==> config.mk <==
export PLATFORM = sky130hd
export DESIGN_NAME = dlx_ifetch
export DESIGN_NICKNAME = d
export VERILOG_FILES = /design/src/rtl/dlx_pkg.sv /design/src/rtl/fetch_fifo.sv /design/src/rtl/dlx_ifetch.sv
export SDC_FILE = /design/constraint.sdc
export NUM_CORES = 1
export LEC_CHECK = 0
export CORE_AREA = 2 2 146 148
export CTS_BUF_LIST = sky130_fd_sc_hd__clkbuf_4 sky130_fd_sc_hd__clkbuf_8 sky130_fd_sc_hd__clkbuf_16
export CTS_CLUSTER_DIAMETER = 200
export DETAILED_ROUTE_END_ITERATION = 8
export DIE_AREA = 0 0 148 150
export HOLD_SLACK_MARGIN = 0.1
export PLACE_DENSITY = 0.67
export SLEW_MARGIN = 20
export SYNTH_ARGS = -nofsm -noshare
export SYNTH_HDL_FRONTEND = slang
export SYNTH_HIERARCHICAL = 1
export SYNTH_SLANG_ARGS = --single-unit
export TNS_END_PERCENT = 30
==> constraint.sdc <==
create_clock -name clk -period 5.05 [get_ports clk]
set_input_delay 1.515 -clock clk [delete_from_list [all_inputs] [get_ports clk]]
set_output_delay 1.515 -clock clk [all_outputs]
set_load 0.02 [all_outputs]
==> src/rtl/dlx_pkg.sv <==
// Shared definitions for the DLX instruction fetch slice.
package dlx_pkg;

    localparam int unsigned INSTR_W = 32;
    localparam logic [31:0] PC_INC  = 32'd4;
    localparam logic [INSTR_W-1:0] NOP = 32'h0000_0000;

    typedef enum logic [1:0] {
        IDLE = 2'd0,
        REQ  = 2'd1,
        WAIT = 2'd2,
        DROP = 2'd3
    } fetch_state_e;

endpackage

==> src/rtl/fetch_fifo.sv <==
// Small FIFO holding fetched {pc, instruction} pairs; head is read straight from storage.
module fetch_fifo
    import dlx_pkg::*;
#(
    parameter int unsigned DEPTH = 2,
    localparam int unsigned PTR_W = $clog2(DEPTH),
    localparam int unsigned CNT_W = $clog2(DEPTH) + 1
) (
    input  logic               clk,
    input  logic               rst_n,
    input  logic               push_i,
    input  logic               pop_i,
    input  logic               flush_i,
    input  logic [31:0]        push_pc_i,
    input  logic [INSTR_W-1:0] push_ins_i,
    output logic [CNT_W-1:0]   count_o,
    output logic [31:0]        head_pc_o,
    output logic [INSTR_W-1:0] head_ins_o,
    output logic               valid_o
);

    logic [31:0]        pc_mem_q  [DEPTH];
    logic [INSTR_W-1:0] ins_mem_q [DEPTH];
    logic [PTR_W-1:0]   wr_ptr_q, rd_ptr_q;
    logic [CNT_W-1:0]   count_q;

    // Pointer width equals log2(DEPTH), so increments wrap for free.
    always_ff @(posedge clk or negedge rst_n) begin
        if (!rst_n) begin
            wr_ptr_q <= '0;
            rd_ptr_q <= '0;
            count_q  <= '0;
            for (int unsigned i = 0; i < DEPTH; i++) begin
                pc_mem_q[i]  <= '0;
                ins_mem_q[i] <= NOP;
            end
        end else if (flush_i) begin
            wr_ptr_q <= '0;
            rd_ptr_q <= '0;
            count_q  <= '0;
        end else begin
            if (push_i) begin
                pc_mem_q[wr_ptr_q]  <= push_pc_i;
                ins_mem_q[wr_ptr_q] <= push_ins_i;
                wr_ptr_q            <= wr_ptr_q + 1'b1;
            end
            if (pop_i) begin
                rd_ptr_q <= rd_ptr_q + 1'b1;
            end
            count_q <= count_q + CNT_W'(push_i) - CNT_W'(pop_i);
        end
    end

    assign count_o    = count_q;
    assign valid_o    = (count_q != '0);
    assign head_pc_o  = pc_mem_q[rd_ptr_q];
    assign head_ins_o = ins_mem_q[rd_ptr_q];

endmodule

==> src/rtl/dlx_ifetch.sv <==
// DLX fetch unit: one outstanding imem request, FIFO of returned words, redirect flush/squash.
module dlx_ifetch
    import dlx_pkg::*;
#(
    parameter logic [31:0] RESET_PC = 32'h0000_0000,
    parameter int unsigned DEPTH    = 2
) (
    input  logic               clk,
    input  logic               rst_n,
    output logic               imem_req,
    output logic [31:0]        imem_addr,
    input  logic               imem_gnt,
    input  logic               imem_rvalid,
    input  logic [INSTR_W-1:0] imem_rdata,
    output logic               ins_valid,
    output logic [INSTR_W-1:0] ins,
    output logic [31:0]        ins_pc,
    input  logic               ins_ready,
    input  logic               redirect,
    input  logic [31:0]        redirect_pc
);

    localparam int unsigned CNT_W = $clog2(DEPTH) + 1;

    fetch_state_e     state_q, state_d;
    logic [31:0]      pc_q, pc_d;
    logic [31:0]      req_pc_q, req_pc_d;
    logic [CNT_W-1:0] count;
    logic [CNT_W-1:0] count_next;
    logic             push, pop, has_space;
    logic [31:0]      redirect_pc_aligned;

    assign redirect_pc_aligned = redirect_pc & ~32'h3;

    assign push = (state_q == WAIT) && imem_rvalid && !redirect;
    assign pop  = ins_valid && ins_ready && !redirect;

    always_comb begin
        count_next = count + CNT_W'(push) - CNT_W'(pop);
        if (redirect) begin
            count_next = '0;
        end
    end

    assign has_space = (count_next < CNT_W'(DEPTH));

    // Redirect dominates: a granted or in-flight fetch must still drain its response in DROP.
    always_comb begin
        state_d  = state_q;
        pc_d     = pc_q;
        req_pc_d = req_pc_q;
        unique case (state_q)
            IDLE: begin
                if (redirect || has_space) state_d = REQ;
            end
            REQ: begin
                if (imem_gnt) begin
                    req_pc_d = pc_q;
                    pc_d     = pc_q + PC_INC;
                    state_d  = redirect ? DROP : WAIT;
                end
            end
            WAIT: begin
                if (imem_rvalid) state_d = has_space ? REQ : IDLE;
                else if (redirect) state_d = DROP;
            end
            DROP: begin
                if (imem_rvalid) state_d = has_space ? REQ : IDLE;
            end
            default: state_d = IDLE;
        endcase
        if (redirect) begin
            pc_d = redirect_pc_aligned;
        end
    end

    always_ff @(posedge clk or negedge rst_n) begin
        if (!rst_n) begin
            state_q  <= IDLE;
            pc_q     <= RESET_PC;
            req_pc_q <= RESET_PC;
        end else begin
            state_q  <= state_d;
            pc_q     <= pc_d;
            req_pc_q <= req_pc_d;
        end
    end

    assign imem_req  = (state_q == REQ);
    assign imem_addr = pc_q;

    fetch_fifo #(
        .DEPTH (DEPTH)
    ) u_fifo (
        .clk        (clk),
        .rst_n      (rst_n),
        .push_i     (push),
        .pop_i      (pop),
        .flush_i    (redirect),
        .push_pc_i  (req_pc_q),
        .push_ins_i (imem_rdata),
        .count_o    (count),
        .head_pc_o  (ins_pc),
        .head_ins_o (ins),
        .valid_o    (ins_valid)
    );

endmodule
Yosys cells after proc, flatten, opt, wreduce, memory -nomap -nowiden:

Index checks and enable logic that the tools add are counted.
W data, S select, Z words.

* bits in registers: 198
* input bits: 70
* output and inout port bits: 98
* word-level logic and storage cells: 72

* add/subtract/negate cells: 5
* $lt $le $gt $ge: 4
* equal/unequal tests: 7
* mux-type cells: 26
* bitwise logic cells: 3
* reductions and logical operators: 17

Operators by type and width (number)
* $mux W32: 10
* $bwmux W64: 2
* $add A32 B3 Y32 const B: 1
* $demux W32 S1: 1
* $mux W2: 6
* $reduce_bool A2 Y1: 5
* $pmux W2 S4: 1
* $mux W1: 6
* $reduce_and A2 Y1: 3
* $logic_and A1 B1 Y1: 5
* $eq A2 B2 Y1 const B: 2
* $ge A2 B2 Y1 const B: 2
* $ne A2 B2 Y1 const B: 2
* $not A1 Y2: 2
* $reduce_and A4 Y1: 1
* $ne A3 B3 Y1 const B: 1
* $add A1 B1 Y1 const B: 2
* $add A2 B1 Y2: 1
* $eq A2 B1 Y1 const B: 1
* $logic_not A2 Y1: 1
* $lt A2 B1 Y1 const B: 1
* $lt A2 B2 Y1 const B: 1
* $ne A2 B1 Y1 const B: 1
* $sub A2 B1 Y2: 1
* 3 further kinds: 3

Logic depth before layout (Yosys ltp):

* depth after elaboration: 10
* depth in mapped cells: 9

Modules after synthesis:

The synthesis kept the hierarchy.

Modules (own cells, without submodules)
* fetch_fifo: times used 1, cells each 359, area an instance 6054.6 um^2, seq. area each 3303.2 um^2
* dlx_ifetch: times used 1, cells each 349, area an instance 3074.2 um^2, seq. area each 1551.5 um^2

Worst setup path before layout:

Ideal clock, no wire load.

* kind: input to register
* start: in redirect
* end: reg state_q[0]
* data arrival time: 3.040 ns
* data required time: 4.967 ns
* path slack: 1.928 ns
* cell stages on the path: 9
* buffers on the path: 2
* path through: clkbuf_1 -> inv_1 -> clkbuf_1 -> and3_1 -> ha_1 -> nor2b_1 -> xnor2_1 -> o21ai_0 -> o21ai_0

* elaborated cells between the ends (all ways): 17
* classes of those cells: add/sub: 2; order compare: 1; eq/ne: 2; mux: 7; reduce/logical: 5

RTL lines
* start: declaration: line dlx_ifetch.sv:19 `input logic redirect,`
* $logic_not A1 Y1 *: line dlx_ifetch.sv:36 `assign pop = ins_valid && ins_ready && !redirect;`
* $logic_and A1 B1 Y1 *: line dlx_ifetch.sv:36
* net pop: line dlx_ifetch.sv:30 `logic push, pop, has_space;`
* $sub A2 B1 Y2 *: line dlx_ifetch.sv:39 `count_next = count + CNT_W'(push) - CNT_W'(pop);`
* $mux W2 *: line dlx_ifetch.sv:40 `if (redirect) begin`
* $lt A2 B2 Y1 *: line dlx_ifetch.sv:45 `assign has_space = (count_next < CNT_W'(DEPTH));`
* $mux W1 / $logic_or A1 B1 Y1 (equally long branches): line dlx_ifetch.sv:64, dlx_ifetch.sv:68, dlx_ifetch.sv:54
* $mux W2 (tied with other cells): line dlx_ifetch.sv:68 `if (imem_rvalid) state_d = has_space ? REQ : IDLE;`
* $pmux W2 S4 / $reduce_and A4 Y1 (equally long branches)
* end signal: assignment: line dlx_ifetch.sv:83 `state_q <= state_d;`
* end: declaration: line dlx_ifetch.sv:25 `fetch_state_e state_q, state_d;`

The timed path passes the listed nets; every way through them passes the cells marked *. The select of a mux whose other input is x is not followed.
A chain may end at the register's enable or synchronous reset.

Worst setup path after layout:

* start: reg u_fifo.rd_ptr_q
* end: out ins_pc[2]

* longest elaborated chain between the ends: 4

RTL lines
* start: declaration: line fetch_fifo.sv:24 `logic [PTR_W-1:0] wr_ptr_q, rd_ptr_q;`
* start signal: assignment: line fetch_fifo.sv:48 `rd_ptr_q <= rd_ptr_q + 1'b1;`
* $not A1 Y2 (not written as such): line fetch_fifo.sv:56 `assign head_pc_o = pc_mem_q[rd_ptr_q];`
* $mux W32 (not written as such) (3 in a row): line fetch_fifo.sv:56
* end: declaration: line dlx_ifetch.sv:17 `output logic [31:0] ins_pc,`

No other way between the ends. The select of a mux whose other input is x is not followed.

==> reports/qor.txt <==
Final hold vios - 0
Setup TNS - 0 ns
Post-DP HPWL - 12800 µm
Wirelength per Cell - 17.8 µm
Start point of the critical path - u_fifo/rd_ptr_q
Gr ovfl total - 0
Power per cell area - 389 nW/µm²
Post-Syn Instances - 708
TritonCTS Buffers - 17
Cts repair resizes - 0
CTS tree - yes
Fmax - 245 MHz
Hold crit path type - register to register
Top cells by area, synth - dfrtp_1, mux2_2, mux2_4
CP cell instances - mux2_2 -> clkdlybuf4s50_1
CTS Hold Buffers Added - 0
Mapped Area - 9130 µm²
P&R area growth vs syn - 26.4%
Die Area - 22200 µm²
Worst slack, placed - 0.996 ns
CP Depth - 2
CP bufs+invs - 1
Critical Path Sink Type - output port
Count leader, synth - dfrtp_1
CTS max path bufs - 2
Layout Nets - 933
Post-synth top area share - 0.532
Vias - 5893
Vias in the first global route - 6068
Root Buffer - clkbuf_16
Clock Latency Late Sink - 0.44 ns
Synthesized area per cell - 12.9 µm²
RePlAce Congestion - 0.817
# DRC - 0
Antenna-violating nets left - 0
DRT iter0 DRCs - 256
Worst reg2reg path depth - 4
DRT Pass-1 Iters - 4
Setup Buffers After CTS - 0
Kind of critical path - register to output port
Final setup fails - 0
YS warnings - 6
Slowest CP cell - dfrtp_4
Crit-path max FO - 65
Register-to-register setup slack - 2.56 ns
Initial antenna violation count - 0
RR Startpoint - state_q[1]
# diodes - 0
Gr usage total - 0.190
Clock-pin transition on the worst setup and hold timing paths - 0.08 ns
Fin crit share - 0.810
Core region area - 20700 µm²
Vias per Instance - 5.14
Seq/Total Area, Yosys - 0.532
Worst-Margin Slew - 1.02 ns
CP Capture Point - ins_pc[2]
Max rail drop VDD - 0.000216 V
Wirelength, routed - 20400 µm
Area after DPL - 10900 µm²
Register bit total from synthesis - 194
Clock Skew - 0.0102 ns
Status - complete, no violations
# IOs - 168
Largest family of logic cells by synthesized area - multiplexers
Layout cells sized above 1 - 0.274
Initial core utilization - 0.441
Worst flop-to-flop path endpoint - imem_addr[31]
Biggest area consumer among synthesized cells - dfrtp_1
Netlist cell types - 47
First-pass GRT wire length - 32900 µm
H-tree depth - 4
Slew Viols, Final - 0
Final WS setup - 0.961 ns
Largest net degree at the start of global routing - 120
Synth Area in Simple Gates - 0.105
Ys async rst share - 1.00
Post-synthesis mux area share - 0.263
CP Data Arrival Time - 2.57 ns
Tmin final - 4.09 ns
Max_cap viols - 0
RSZ-0062 raised after global routing - no
Buffers on Ports - 163
Chip width - 148 µm
Fraction of the mapped netlist area in adder cells - 0.00548
CTS Sinks - 194
EDFF count, synth - 0
Main flop type after synthesis - dfrtp_1
CP max stage delay - 1.10 ns
CP required - 3.54 ns
Slew headroom - 0.320
Chip height - 150 µm
Crit-path leading delay family - flip-flops
FP Rows - 53
Worst setup SP type - register
Commonest cells post-synth - dfrtp_1, mux2_2, nand2_1
Compound-Gate Fraction of Synth Area - 0.0352
Leak - 5.40 nW
Xor/xnor cell area share of the yosys netlist - 0.0169
Fin area - 11500 µm²
-- worst min-delay path by stage --
stage | start | endpoint | slack [ns] | cells past startpoint
3_5_place_dp | u_fifo/pc_mem_q[41] | u_fifo/pc_mem_q[41] | 0.47 | 1
3_3_place_gp | u_fifo/pc_mem_q[41] | u_fifo/pc_mem_q[41] | 0.47 | 1
5_1_grt | u_fifo/pc_mem_q[38] | u_fifo/pc_mem_q[38] | 0.52 | 1
6_report | u_fifo/pc_mem_q[41] | u_fifo/pc_mem_q[41] | 0.49 | 1
2_1_floorplan | u_fifo/pc_mem_q[37] | u_fifo/pc_mem_q[37] | 0.45 | 1
4_1_cts | u_fifo/pc_mem_q[41] | u_fifo/pc_mem_q[41] | 0.49 | 1
-- cells by family (layout without fill, tap and decap cells) --
kind of cell,after synthesis,count (layout)
DFF,194,194
muxes,193,193
buffers and inverters,53,212
other,1,6
AOI/OAI and AO/OA,50,50
and+or+nand+nor,197,197
adders and majority gates,4,4
xor gates and xnor gates,16,16
-- routing by layer --
layer | vias to the layer above | track usage | share of wire
met4 | 0 | 0.0571 | 0.012
met3 | 16 | 0.0473 | 0.059
met2 | 163 | 0.293 | 0.44
met5 | - | 0 | 0
met1 | 2919 | 0.266 | 0.48
li1 | 2795 | - | -
-- flip-flops by register name (all words and copies together), names as in the netlist --
| name | count |
|---|---|
| u_fifo/ins_mem_q | 64 |
| u_fifo/pc_mem_q | 64 |
| imem_addr | 30 |
| req_pc_q | 30 |
| state_q | 2 |
| u_fifo/count_o | 2 |
| u_fifo/rd_ptr_q | 1 |
| u_fifo/wr_ptr_q | 1 |
-- power breakdown --
group	total [mW]	internal (mW)	leakage, nW	switching (mW)
clock	1.51	0.858	0.325	0.654
sequential	1.95	1.78	2.55	0.169
combinational	1.03	0.548	2.53	0.481
-- stage by stage --
stage | hold WS [ns] | std cells | total power, mW | util
floorplan | 0.454 | 713 | 2.52 | -
global placement | 0.470 | 1115 | 3.00 | 0.526
finish | 0.491 | 1147 | 4.49 | 0.558
CTS | 0.492 | 1147 | 4.54 | 0.558
global route | 0.516 | 1147 | 4.72 | 0.558
detailed placement | 0.474 | 1115 | 3.02 | 0.526
-- cells in the final DEF (no fill, tap or decap), types with 4 or more instances in the layout --
cell type	count
nor2_1	16
dfrtp_1	193
o21ai_0	17
nor4_1	5
nand3_1	17
inv_6	5
mux2_1	5
xnor2_1	12
o31ai_1	12
a31oi_1	12
inv_1	7
or4_1	16
clkdlybuf4s50_1	162
nand2_1	110
conb_1	6
o31a_1	4
buf_4	8
nand4_1	5
ha_1	4
bufinv_16	4
clkbuf_16	17
mux2_4	60
mux2_2	127
-- layout make-up --
class,instances,area (µm²)
clock buffers,17,425
clock inverters,15,239
fillers,1772,9150
inverters,7,26.3
multi-input cells,466,3910
flip-flops and latches,194,4860
well taps,275,344
repair buffers,173,1740
Power figures use the tool's default switching activity.
